<file path="src/rtl/mcht_enc.sv">
// Manchester line transmitter: idle-high, sync symbol (low half then high half), then pMSG_LEN data symbols LSB-first.
// Latency: TXD falls the clock after accept; frame is 2*pHALF*(pMSG_LEN+1) clocks, then at least pGAP idle-high clocks.
// Backpressure: MSG_RDY is registered from state only; one word per frame, MSG/MSG_VLD ignored while busy.
module mcht_enc #(
    parameter int pMSG_LEN = 8,
    parameter int pHALF    = 4,
    parameter int pGAP     = 24
) (
    input  logic                CLK125M,
    input  logic                RST_N,
    input  logic [pMSG_LEN-1:0] MSG,
    input  logic                MSG_VLD,
    output logic                MSG_RDY,
    output logic                TXD,
    output logic                TX_BUSY,
    output logic                TX_DONE
);

    localparam int HW = (pHALF > 1) ? $clog2(pHALF) : 1;
    localparam int IW = (pMSG_LEN > 1) ? $clog2(pMSG_LEN) : 1;
    localparam int GW = $clog2(pGAP + 1);

    localparam logic [HW-1:0] HALF_LAST = HW'(pHALF - 1);
    localparam logic [HW-1:0] HALF_PRE  = HW'(pHALF - 2);
    localparam logic [IW-1:0] IDX_LAST  = IW'(pMSG_LEN - 1);
    localparam logic [GW-1:0] GAP_LAST  = GW'(pGAP - 1);
    localparam logic [GW-1:0] GAP_MAX   = GW'(pGAP);

    typedef enum logic [2:0] {
        eIDLE    = 3'd0,
        eSYNC_LO = 3'd1,
        eSYNC_HI = 3'd2,
        eBIT_H1  = 3'd3,
        eBIT_H2  = 3'd4,
        eGAP     = 3'd5
    } state_t;

    state_t              state;
    logic [HW-1:0]       half_cnt;
    logic [IW-1:0]       bit_idx;
    logic [GW-1:0]       gap_cnt;
    logic [pMSG_LEN-1:0] shift_reg;
    logic [pMSG_LEN-1:0] shift_nxt;
    logic                half_end;

    assign shift_nxt = shift_reg >> 1;
    assign half_end  = (half_cnt == HALF_LAST);

    always_ff @(posedge CLK125M or negedge RST_N) begin
        if (!RST_N) begin
            state     <= eGAP;
            half_cnt  <= '0;
            bit_idx   <= '0;
            gap_cnt   <= '0;
            shift_reg <= '0;
            TXD       <= 1'b1;
            MSG_RDY   <= 1'b0;
            TX_BUSY   <= 1'b1;
            TX_DONE   <= 1'b0;
        end else begin
            TX_DONE <= 1'b0;
            case (state)
                eIDLE: begin
                    TXD <= 1'b1;
                    if (MSG_VLD && MSG_RDY) begin
                        shift_reg <= MSG;
                        bit_idx   <= '0;
                        half_cnt  <= '0;
                        TXD       <= 1'b0;
                        MSG_RDY   <= 1'b0;
                        TX_BUSY   <= 1'b1;
                        state     <= eSYNC_LO;
                    end
                end
                eSYNC_LO: begin
                    if (half_end) begin
                        half_cnt <= '0;
                        TXD      <= 1'b1;
                        state    <= eSYNC_HI;
                    end else begin
                        half_cnt <= half_cnt + HW'(1);
                    end
                end
                eSYNC_HI: begin
                    if (half_end) begin
                        half_cnt <= '0;
                        TXD      <= ~shift_reg[0];
                        state    <= eBIT_H1;
                    end else begin
                        half_cnt <= half_cnt + HW'(1);
                    end
                end
                eBIT_H1: begin
                    if (half_end) begin
                        half_cnt <= '0;
                        TXD      <= shift_reg[0];
                        state    <= eBIT_H2;
                    end else begin
                        half_cnt <= half_cnt + HW'(1);
                    end
                end
                eBIT_H2: begin
                    // Registered pulse lands on the final clock of the last half-symbol.
                    if (half_cnt == HALF_PRE && bit_idx == IDX_LAST) begin
                        TX_DONE <= 1'b1;
                    end
                    if (half_end) begin
                        half_cnt <= '0;
                        if (bit_idx != IDX_LAST) begin
                            shift_reg <= shift_nxt;
                            bit_idx   <= bit_idx + IW'(1);
                            TXD       <= ~shift_nxt[0];
                            state     <= eBIT_H1;
                        end else begin
                            // The entry clock is the first idle-high clock of the gap.
                            gap_cnt <= GW'(1);
                            TXD     <= 1'b1;
                            state   <= eGAP;
                        end
                    end else begin
                        half_cnt <= half_cnt + HW'(1);
                    end
                end
                eGAP: begin
                    TXD <= 1'b1;
                    if (gap_cnt == GAP_LAST) begin
                        MSG_RDY <= 1'b1;
                        TX_BUSY <= 1'b0;
                        state   <= eIDLE;
                    end else if (gap_cnt != GAP_MAX) begin
                        gap_cnt <= gap_cnt + GW'(1);
                    end
                end
                default: begin
                    half_cnt <= '0;
                    gap_cnt  <= '0;
                    TXD      <= 1'b1;
                    MSG_RDY  <= 1'b0;
                    TX_BUSY  <= 1'b1;
                    state    <= eGAP;
                end
            endcase
        end
    end

endmodule
</file>
<file path="config.mk">
export PLATFORM = sky130hd
export DESIGN_NAME = mcht_enc
export DESIGN_NICKNAME = d
export VERILOG_FILES = /design/src/rtl/mcht_enc.sv
export SDC_FILE = /design/constraint.sdc
export NUM_CORES = 1
export LEC_CHECK = 0
export CAP_MARGIN = 30
export CORE_AREA = 2 2 55 57
export CTS_CLUSTER_SIZE = 12
export DETAILED_ROUTE_END_ITERATION = 12
export DIE_AREA = 0 0 57 59
export GPL_TIMING_DRIVEN = 1
export PLACE_DENSITY = 0.76
export SLEW_MARGIN = 15
export SYNTH_ARGS = -nofsm -noshare
export SYNTH_HDL_FRONTEND = slang
export SYNTH_SLANG_ARGS = --single-unit
</file>
<file path="constraint.sdc">
create_clock -name CLK125M -period 1.75 [get_ports CLK125M]
set_input_delay 0.4375 -clock CLK125M [delete_from_list [all_inputs] [get_ports CLK125M]]
set_output_delay 0.4375 -clock CLK125M [all_outputs]
set_load 0.05 [all_outputs]
</file>
Word-level counts from Yosys, hierarchy flattened
Index checks and enable logic that the tools add are counted.
{"block": "totals", "in_bits": 11, "reg_bits": 25, "elab_cells": 89}
{"block": "classes", "addsub": 3, "n_eq_ne": 21, "n_bitwise": 5, "n_reduce_logical": 12, "mux": 39}
{"cell": "$mux 3", "n": 10}
{"cell": "$mux 8", "n": 3}
{"cell": "$mux 5", "n": 4}
{"cell": "$ne 2x2->1 const B", "n": 10}
{"cell": "$pmux 3 s6", "n": 1}
{"cell": "$pmux 8 s2", "n": 1}
{"cell": "$pmux 5 s3", "n": 1}
{"cell": "$mux 1", "n": 12}
{"cell": "$eq 3x3->1 const B", "n": 3}
{"cell": "$reduce_and 4->1", "n": 2}
{"cell": "$reduce_or 4->1", "n": 2}
{"cell": "$eq 3x2->1 const B", "n": 2}
{"cell": "$pmux 1 s3", "n": 2}
{"cell": "$pmux 2 s3", "n": 1}
{"cell": "$pmux 3 s2", "n": 1}
{"cell": "$reduce_and 6->1", "n": 1}
{"cell": "$add 5x1->5 const B", "n": 1}
{"cell": "$eq 5x5->1 const B", "n": 1}
{"cell": "$ne 5x5->1 const B", "n": 1}
{"cell": "$not 1->1", "n": 5}
{"cell": "$pmux 1 s5", "n": 1}
{"cell": "$reduce_and 5->1", "n": 1}
{"cell": "$eq 2x2->1 const B", "n": 2}
{"cell": "$mux 2", "n": 2}
{"cell": "9 further kinds", "n": 10}

Logic depth before layout (Yosys ltp)
Gate-level depths: netlist of the first run.
{"block": "logic_depth", "depth_word": 4, "depth_mapped": 7, "mapped_depth_nobuf": 6}

Worst setup path after synthesis of the first run
No wires, ideal clock.
{"block": "synth_timing", "path_type": "reg-to-reg", "startpoint": "reg bit_idx[0]", "endpoint": "reg bit_idx[0]", "path_stages_with_launch": 8, "required_time_ns": 1.630, "setup_slack_ns": 0.168, "t_arrival_ns": 1.461, "period_less_slack_ns": 1.582, "setup_ns": 0.120, "path_cell_list": "dfrtp_1 > ha_1 > ha_1 > and3b_1 > o21a_1 > buf_4 > nor2_1 > a41o_1"}
{"block": "synth_via", "elab_chain_cells": 4, "elab_cells_between_ends": 7, "cone_classes": "add/sub: 1; eq/ne: 2; mux: 3; reduce/logical: 1"}
{"element": "start: declaration", "line": "40", "source": "logic [IW-1:0] bit_idx;"}
{"element": "start signal: assignment", "line": "111", "source": "bit_idx <= bit_idx + IW'(1);"}
{"element": "$add 3x1->3", "line": "111"}
{"element": "$mux 3", "line": "109", "source": "if (bit_idx != IDX_LAST) begin"}
{"element": "$mux 3", "line": "107", "source": "if (half_end) begin"}
{"element": "$pmux 3 s2", "line": "62", "source": "case (state)"}
Several ways; a longest one is shown, not always the timed one. The select of a mux whose other input is x is not followed.
A chain may end at the register's enable or synchronous reset.

Worst setup path after layout of the first run
{"block": "layout_timing", "startpoint": "reg gap_cnt[0]", "endpoint": "reg gap_cnt[2]"}
{"block": "layout_via", "elab_chain_cells": 4, "elab_cells_between_ends": 9, "cone_classes": "add/sub: 1; eq/ne: 4; mux: 3; reduce/logical: 1"}
{"element": "start: declaration", "line": "41", "source": "logic [GW-1:0] gap_cnt;"}
{"element": "start signal: assignment", "line": "131", "source": "gap_cnt <= gap_cnt + GW'(1);"}
{"element": "$add 5x1->5", "line": "131"}
{"element": "$mux 5", "line": "130", "source": "end else if (gap_cnt != GAP_MAX) begin"}
{"element": "$mux 5", "line": "126", "source": "if (gap_cnt == GAP_LAST) begin"}
{"element": "$pmux 5 s3", "line": "62"}
Several ways; a longest one is shown, not always the timed one. The select of a mux whose other input is x is not followed.

==> results of run 1 <==
-- power by group through the flow --
stage	combinational, mW	clock [mW]	sequential (mW)
2_1_floorplan	0.00530	0	0.589
3_3_place_gp	0.0417	0	0.589
3_5_place_dp	0.0426	0	0.589
4_1_cts	0.0429	0.272	0.578
5_1_grt	0.0460	0.293	0.579
6_report	0.0414	0.264	0.578
-- repair_timing --
action | in CTS | in global routing
resized for setup | 0 | 2
hold buffers | 0 | 0
setup endpoints to repair | 0 | 9
-- how the worst min path moves through the flow --
stage,start,to,slack [ns],depth (start not counted)
2_1_floorplan,RST_N,MSG_RDY$_DFFE_PN0P_,0.14,0
3_3_place_gp,gap_cnt[4]$_DFFE_PN0P_,gap_cnt[4]$_DFFE_PN0P_,0.51,1
3_5_place_dp,shift_reg[6]$_DFFE_PN0P_,shift_reg[6]$_DFFE_PN0P_,0.53,2
4_1_cts,RST_N,MSG_RDY$_DFFE_PN0P_,0.47,2
5_1_grt,RST_N,MSG_RDY$_DFFE_PN0P_,0.48,2
6_report,RST_N,TX_DONE$_DFF_PN0_,0.46,2
-- kinds of logic (layout without fill, tap and decap cells) --
| kind of cell | Yosys count | after routing | synth area share |
|---|---|---|---|
| multiplexers | 7 | 7 | 0.0476 |
| flip-flops | 25 | 25 | 0.428 |
| buffers and inverters | 19 | 37 | 0.0595 |
| XOR/XNOR | 2 | 2 | 0.0119 |
| adder cells (fa/ha/maj) | 6 | 6 | 0.0510 |
| AND/OR/NAND/NOR | 43 | 43 | 0.169 |
| AO/OA/AOI/OAI | 49 | 49 | 0.233 |
-- worst max-delay path, cell delays in order (launching register included) --
cell,delay [ns]
sky130_fd_sc_hd__dfrtp_1,0.45
sky130_fd_sc_hd__ha_1,0.26
sky130_fd_sc_hd__and4b_4,0.23
sky130_fd_sc_hd__a31oi_1,0.27
sky130_fd_sc_hd__a211oi_1,0.12
sky130_fd_sc_hd__a211o_1,0.24
-- layout make-up --
class / count / area, um^2 / share of cell area
Sequential cell: 25 / 631 / 0.361
Timing Repair Buffer: 24 / 255 / 0.146
Multi-Input combinational cell: 107 / 764 / 0.437
Inverter: 9 / 33.8 / 0.0193
Clock buffer: 4 / 26.3 / 0.0150
Tap cell: 31 / 38.8 / 0.0222
-- synthesized netlist by cell type, drive strengths merged (4+ instances only) --
library cell   n
a21oi         15
nor2          14
dfstp          4
mux2i          7
ha             6
o21ai         12
nor2b          4
nand3          5
nor3           4
buf            9
inv            9
nand2          4
dfrtp         21
-- routing by layer --
layer / GRT usage / share of wire / up-vias
li1: - / - / 589
met1: 0.229 / 0.45 / 583
met2: 0.345 / 0.50 / 29
met3: 0.0240 / 0.036 / 7
met4: 0.0864 / 0.019 / 0
met5: 0 / 0 / -
-- through the flow --
step / power [mW] / hold slack [ns]
final: 0.884 / 0.455
after global routing: 0.918 / 0.477
after CTS: 0.894 / 0.472
after detailed placement: 0.631 / 0.528
after global placement: 0.630 / 0.510
after floorplan: 0.594 / 0.142
==> run summary, run 1 <==
Based on the critical path, the design can be clocked at up to 0.600 GHz. The global-route wire length before repair is 5040 um. The final critical-path setup slack is 0.0822 ns. The number of global-route vias before repair came to 1213.

In this run the power density over the cells is 505 nW/um^2. The share of total power dissipated in the clock network is 0.299. At the later pin of the worst-skew pair, clock insertion delay measures 0.32 ns. The critical path endpoint category is a flop. IR analysis of the VDD net gives a maximum drop of 0.000554 V. The leakage dissipation is 0.751 nW.

The CTS tree is built. Clock-pin slew was measured on the worst setup and hold paths at 0.13 ns. The remaining routing DRC violations came out at 0. The final max-slew violation count came to 0.

Pin placement for this block handled 15 I/O pins. The sequential share of power is 0.654. Dividing the final minimum period by the clock period gives 0.953.

Of the total power, the share spent switching nets is 0.217. The area enclosed by the die boundary came out at 3360 um^2. The number of antenna violations at the first check in global routing is 0. Each instance of the synthesized netlist takes up on average 9.75 um^2. The worst setup path is of the flop to flop kind.

The share of post-route cells with drive strength above 1 is 0.166. The post-route core utilization came out at 0.645. In this run the number of H-tree levels came out at 1. The number of cells produced by synthesis is 151. The number of standard cells in the layout, taps in and fillers out is 200.

Timing analysis after detailed placement gives a worst setup slack of -0.122 ns. The number of port buffers is 14. The maximum fanout count along the critical path is 5. After synthesis the netlist holds a flip-flop and latch count of 25. The total instance count after detailed placement is 196. The flow ran to the end, and the final reports show no timing, DRC or antenna violations.

The total overflow reported by the global router came out at 0. Sorting the synthesized cells by area gives the leading types as sky130_fd_sc_hd__dfrtp_1 (36%), sky130_fd_sc_hd__dfstp_2 (7.1%), sky130_fd_sc_hd__a21oi_1 (5.1%). The mean routed wirelength per cell is 14.5 um. The total wirelength of the detailed-routed design came out at 2900 um.

Internal power comes to 692 uW. The area overhead of the layout relative to synthesis came out at 18.8%. The congestion estimate from routability-driven global placement came to 0.865.

The post-synthesis net count is 168. Setup repair after global routing left no endpoint under its margin. The Yosys step of the flow raised 0 warnings. The endpoint of the worst setup timing path is gap_cnt[2]$_DFFE_PN0P_. The number of hold-slack violations in the final timing report is 0. Across every metal layer, demand over resource in global routing totals 0.191. STA classifies the critical path startpoint as a flop. The library cell used most frequently in the layout, excluding fill and tap cells, is sky130_fd_sc_hd__dfrtp_1. The worst register-to-register path ends at gap_cnt[2]$_DFFE_PN0P_. Leaving out fill and tap cells, the most frequent cells in the layout are sky130_fd_sc_hd__dfrtp_1 (21), sky130_fd_sc_hd__a21oi_1 (15), sky130_fd_sc_hd__nor2_1 (13). The floorplan step defined a core boundary enclosing 2710 um^2. The shortest clock period the worst path allows after layout is 1.67 ns. The maximum count of clock buffers along a single path is 2. The worst clock skew on the final layout came out at 0.00244 ns. After the first detailed-routing iteration, the DRC count stood at 39.

The number of routed nets with antenna violations is 0. The number of flip-flops in the largest register came out at 8. The start point of the critical path is gap_cnt[0]$_DFFE_PN0P_. Entering global routing, the biggest net connects 26 pins. The count of maximum capacitance violations is 0. The estimated wirelength of the detail-placed design is 2140 um.

Data on the critical path arrives at its endpoint at 1.89 ns. The pin slew with the least headroom to its limit is 0.441 ns. The final total negative setup slack is 0 ns. Detailed routing inserted a total of 1208 vias. The number of buffers added for setup after CTS is 0.

Setup slack on the worst reg-to-reg path comes out at 0.08 ns. For the worst setup path, the data required time is 1.97 ns. The portion of total power attributed to combinational logic came out at 0.047.

The initial cell density of the core came out at 0.543. The worst register-to-register path begins at gap_cnt[0]$_DFFE_PN0P_. The root buffer selected by CTS is sky130_fd_sc_hd__clkbuf_4.

The cell type with the largest total area after synthesis is sky130_fd_sc_hd__dfrtp_1. The post-detailed-placement cell area is 1710 um^2. The diode insertion count for antenna repair is 0.

The worst slew margin relative to its limit is 0.706. The number of iterations in the first detailed-routing pass is 4. In this run the power spent charging and discharging nets is 192 uW. The number of cells on the worst reg-to-reg path is 5. The share of flip-flops with an asynchronous set or reset came out at 1.00. The mapped netlist covers 1470 um^2. The CTS sink count came out at 25.

The number of setup violations in the final report is 0. The final net count is 187. After floorplanning, the core was divided into 19 placement rows. With fillers left out, the area of the finished cells amounts to 1750 um^2. The path class of the lowest-slack min-delay path is input port to asynchronous set/reset pin. Dividing the detail-routed via count by the number of cells gives 6.04.

Of the post-synthesis cell area, the dominant cell type holds 0.357. The number of CTS-inserted buffers came out at 3. The share of the Yosys chip area taken by registers is 0.428. After filler insertion, the fill cell instance count of the layout stands at 225. In the synthesized netlist the dominant register cell turns out to be sky130_fd_sc_hd__dfrtp_1. The x dimension of the die is 57 um. The overall die height is 59 um.

The number of enable flip-flop cells after synthesis came out at 0. The number of distinct library cells after synthesis is 46.
Note: power is estimated with default switching activity, not from simulation.
==> inputs of run 2 (changes only) <==
Settings changed: CAP_MARGIN 30 to default, GPL_TIMING_DRIVEN 1 to 0.
==> run 2 against run 1 <==
Effect of this change: power shrank 1.1%; design area shrank 3.2%; sequential cell count is the same; combinational power shrank 7.0%; via count shrank 1.9%; first-iteration DRC count shrank 23%; critical path depth grew 2; clock skew shrank 0.00083 ns; non-clock buffer count is the same; critical endpoint is now bit_idx[0]$_DFFE_PN0P_.
==> run summary, run 2 (synthesized netlist as in run 1, its figures left out) <==
The flow ran to the end, and the final reports show no timing, DRC or antenna violations. The share of post-route cells with drive strength above 1 is 0.160. For the pin with the worst max-slew slack, the measured transition is 0.560 ns.

The final total negative setup slack came out at 0 ns. Leaving out fill and tap cells, the most frequent cell in the layout is sky130_fd_sc_hd__dfrtp_1. The number of global-route vias before repair is 1205.

The area of the core is 2710 um^2. The worst clock skew on the final layout came out at 0.00161 ns. The worst setup path is captured at a flop. The post-route standard cell area excluding fillers is 1690 um^2. The area enclosed by the die boundary came out at 3360 um^2.

The shortest clock period the worst path allows after layout is 1.70 ns. The number of setup violations in the final report came out at 0. The number of H-tree levels came out at 1.

The total number of placement rows came out at 19. Buffers added to address setup during post-CTS repair amount to 0. For this run, the total global-route usage over all layers was measured as 0.191.

The worst voltage drop across the vdd grid is 0.000449 V. The startpoint type of the worst setup path is a flop. Leaving out fill and tap cells, the most frequent cells in the layout are sky130_fd_sc_hd__dfrtp_1 (21), sky130_fd_sc_hd__a21oi_1 (15), sky130_fd_sc_hd__nor2_1 (13). The critical path in this run is classified as flop to flop. The pre-CTS worst setup slack is -0.147 ns. The first TritonRoute pass finished after 3 iterations. The routability congestion estimate from global placement is 0.853. The post-route fraction of the period consumed by the critical path came out at 0.970. After layout, the worst setup slack is 0.0518 ns. The violation count after the first detailed-route iteration came out at 30. The root buffer selected by CTS is sky130_fd_sc_hd__clkbuf_4. TritonCTS built the clock tree. The number of hold-slack violations in the final timing report was 0.

The top achievable clock speed is 0.589 GHz. The estimated wirelength of the detail-placed design is 2080 um. The total wirelength of the detailed-routed design is 2920 um. The final net count is 187. The boundary pin count came out at 15. The global-route wire length before repair came out at 5110 um.

The leakage dissipation is 0.735 nW. The largest net degree at the start of global routing is 26. The number of CTS-inserted buffers is 3. Overall power consumption after layout is estimated at 874 uW. After detailed routing, the number of remaining DRC violations is 0.

In this run the worst path has a maximum fanout of 10. The x dimension of the die is 57 um. Counting every sink on the clock net gives 25. The total overflow reported by the global router is 0.

The worst slew margin relative to its limit came out at 0.627. The maximum count of clock buffers along a single path came out at 2. The power density normalized to cell area is 516 nW/um^2.

The total via count in the routed design is 1185. The overall die height is 59 um. In this run the worst hold path is classified as input port to asynchronous set/reset pin. The number of antenna violations at the first check in global routing is 0. The critical path required time is 1.97 ns. The clock slew at the register clock pins of the worst setup and hold paths is 0.13 ns. Once detail routing completed, the nets flagged for antenna violations numbered 0. The arrival time of the worst setup path is 1.92 ns. The post-route core utilization came out at 0.625. The repair_antennas step left the layout with diodes totalling 0. The initial cell density of the core is 0.543. The routed via count divided by cell count came out at 5.93.

The final max-slew violation count came out at 0. The count of buffers added on input and output ports is 14. Dividing the detail-routed wire length by the instance count gives 14.6 um. The post-detailed-placement cell area came out at 1650 um^2. At the later pin of the worst-skew pair, clock insertion delay measures 0.31 ns. The number of flip-flops in the largest register is 8. The area overhead of the layout relative to synthesis came out at 15.0%. Max-cap violations in this run came to 0.
## run 2: changes by cell type in the layout (fill, tap and decap cells not counted), sizes merged
cell,change
dlygate4sd2,+1
clkdlybuf4s15,+3
clkdlybuf4s50,-1
clkbuf,+1
buf,-4
## run 2: where the power goes
part	total, mW	internal [mW]	switching [mW]
registers	0.578	0.578	0
clock network	0.257	0.0891	0.168
logic	0.0385	0.0215	0.0170
total	0.874	0.689	0.185
## run 2: worst max-delay path, cell delays in order (launching register included)
cell                      delay, ns
sky130_fd_sc_hd__dfrtp_1       0.40
sky130_fd_sc_hd__ha_1          0.23
sky130_fd_sc_hd__ha_4          0.18
sky130_fd_sc_hd__and3b_1       0.24
sky130_fd_sc_hd__o21a_1        0.16
sky130_fd_sc_hd__buf_6         0.14
sky130_fd_sc_hd__nor2_1        0.05
sky130_fd_sc_hd__a41o_1        0.20
## run 2: through the flow
step	cells	hold WS, ns
4_1_cts	200	0.543
2_1_floorplan	151	0.142
6_report	200	0.0886
3_5_place_dp	196	0.523
5_1_grt	200	0.120
3_3_place_gp	196	0.514
## run 2: final cells by class
type                       count  area, um^2
fill                         255        1020
multi-input combinational    107         767
sequential                    25         631
timing repair buffer          14         138
buffer                        10        58.8
tap                           31        38.8
inverter                       9        33.8
clock buffer                   4        26.3
## run 2: routing by layer
metal	part of all wire	GRT usage	wire (um)
met3	0.031	0.0218	91
met2	0.49	0.340	1420
met5	0	0	0
met1	0.47	0.239	1370
met4	0.014	0.0731	40
## run 2: timing repair
item | CTS | global route
gates resized for setup | 10 | 5
hold endpoints to repair | 0 | 0
hold buffers | 0 | 0
gates cloned | 0 | 0
setup endpoints to repair | 4 | 10
## run 2: final timing paths
path	start	slack [ns]	endpoint	cells after the start
setup / recovery	bit_idx[0]$_DFFE_PN0P_	0.05	bit_idx[0]$_DFFE_PN0P_	7
hold / removal	RST_N	0.09	half_cnt[1]$_DFFE_PN0P_	1
setup reg to reg	bit_idx[0]$_DFFE_PN0P_	0.05	bit_idx[0]$_DFFE_PN0P_	7
hold reg to reg	shift_reg[7]$_DFFE_PN0P_	0.54	shift_reg[7]$_DFFE_PN0P_	2
max in group asynchronous	RST_N	1.29	TXD$_DFFE_PN1P_	1
min in group CLK125M	shift_reg[7]$_DFFE_PN0P_	0.54	shift_reg[7]$_DFFE_PN0P_	2
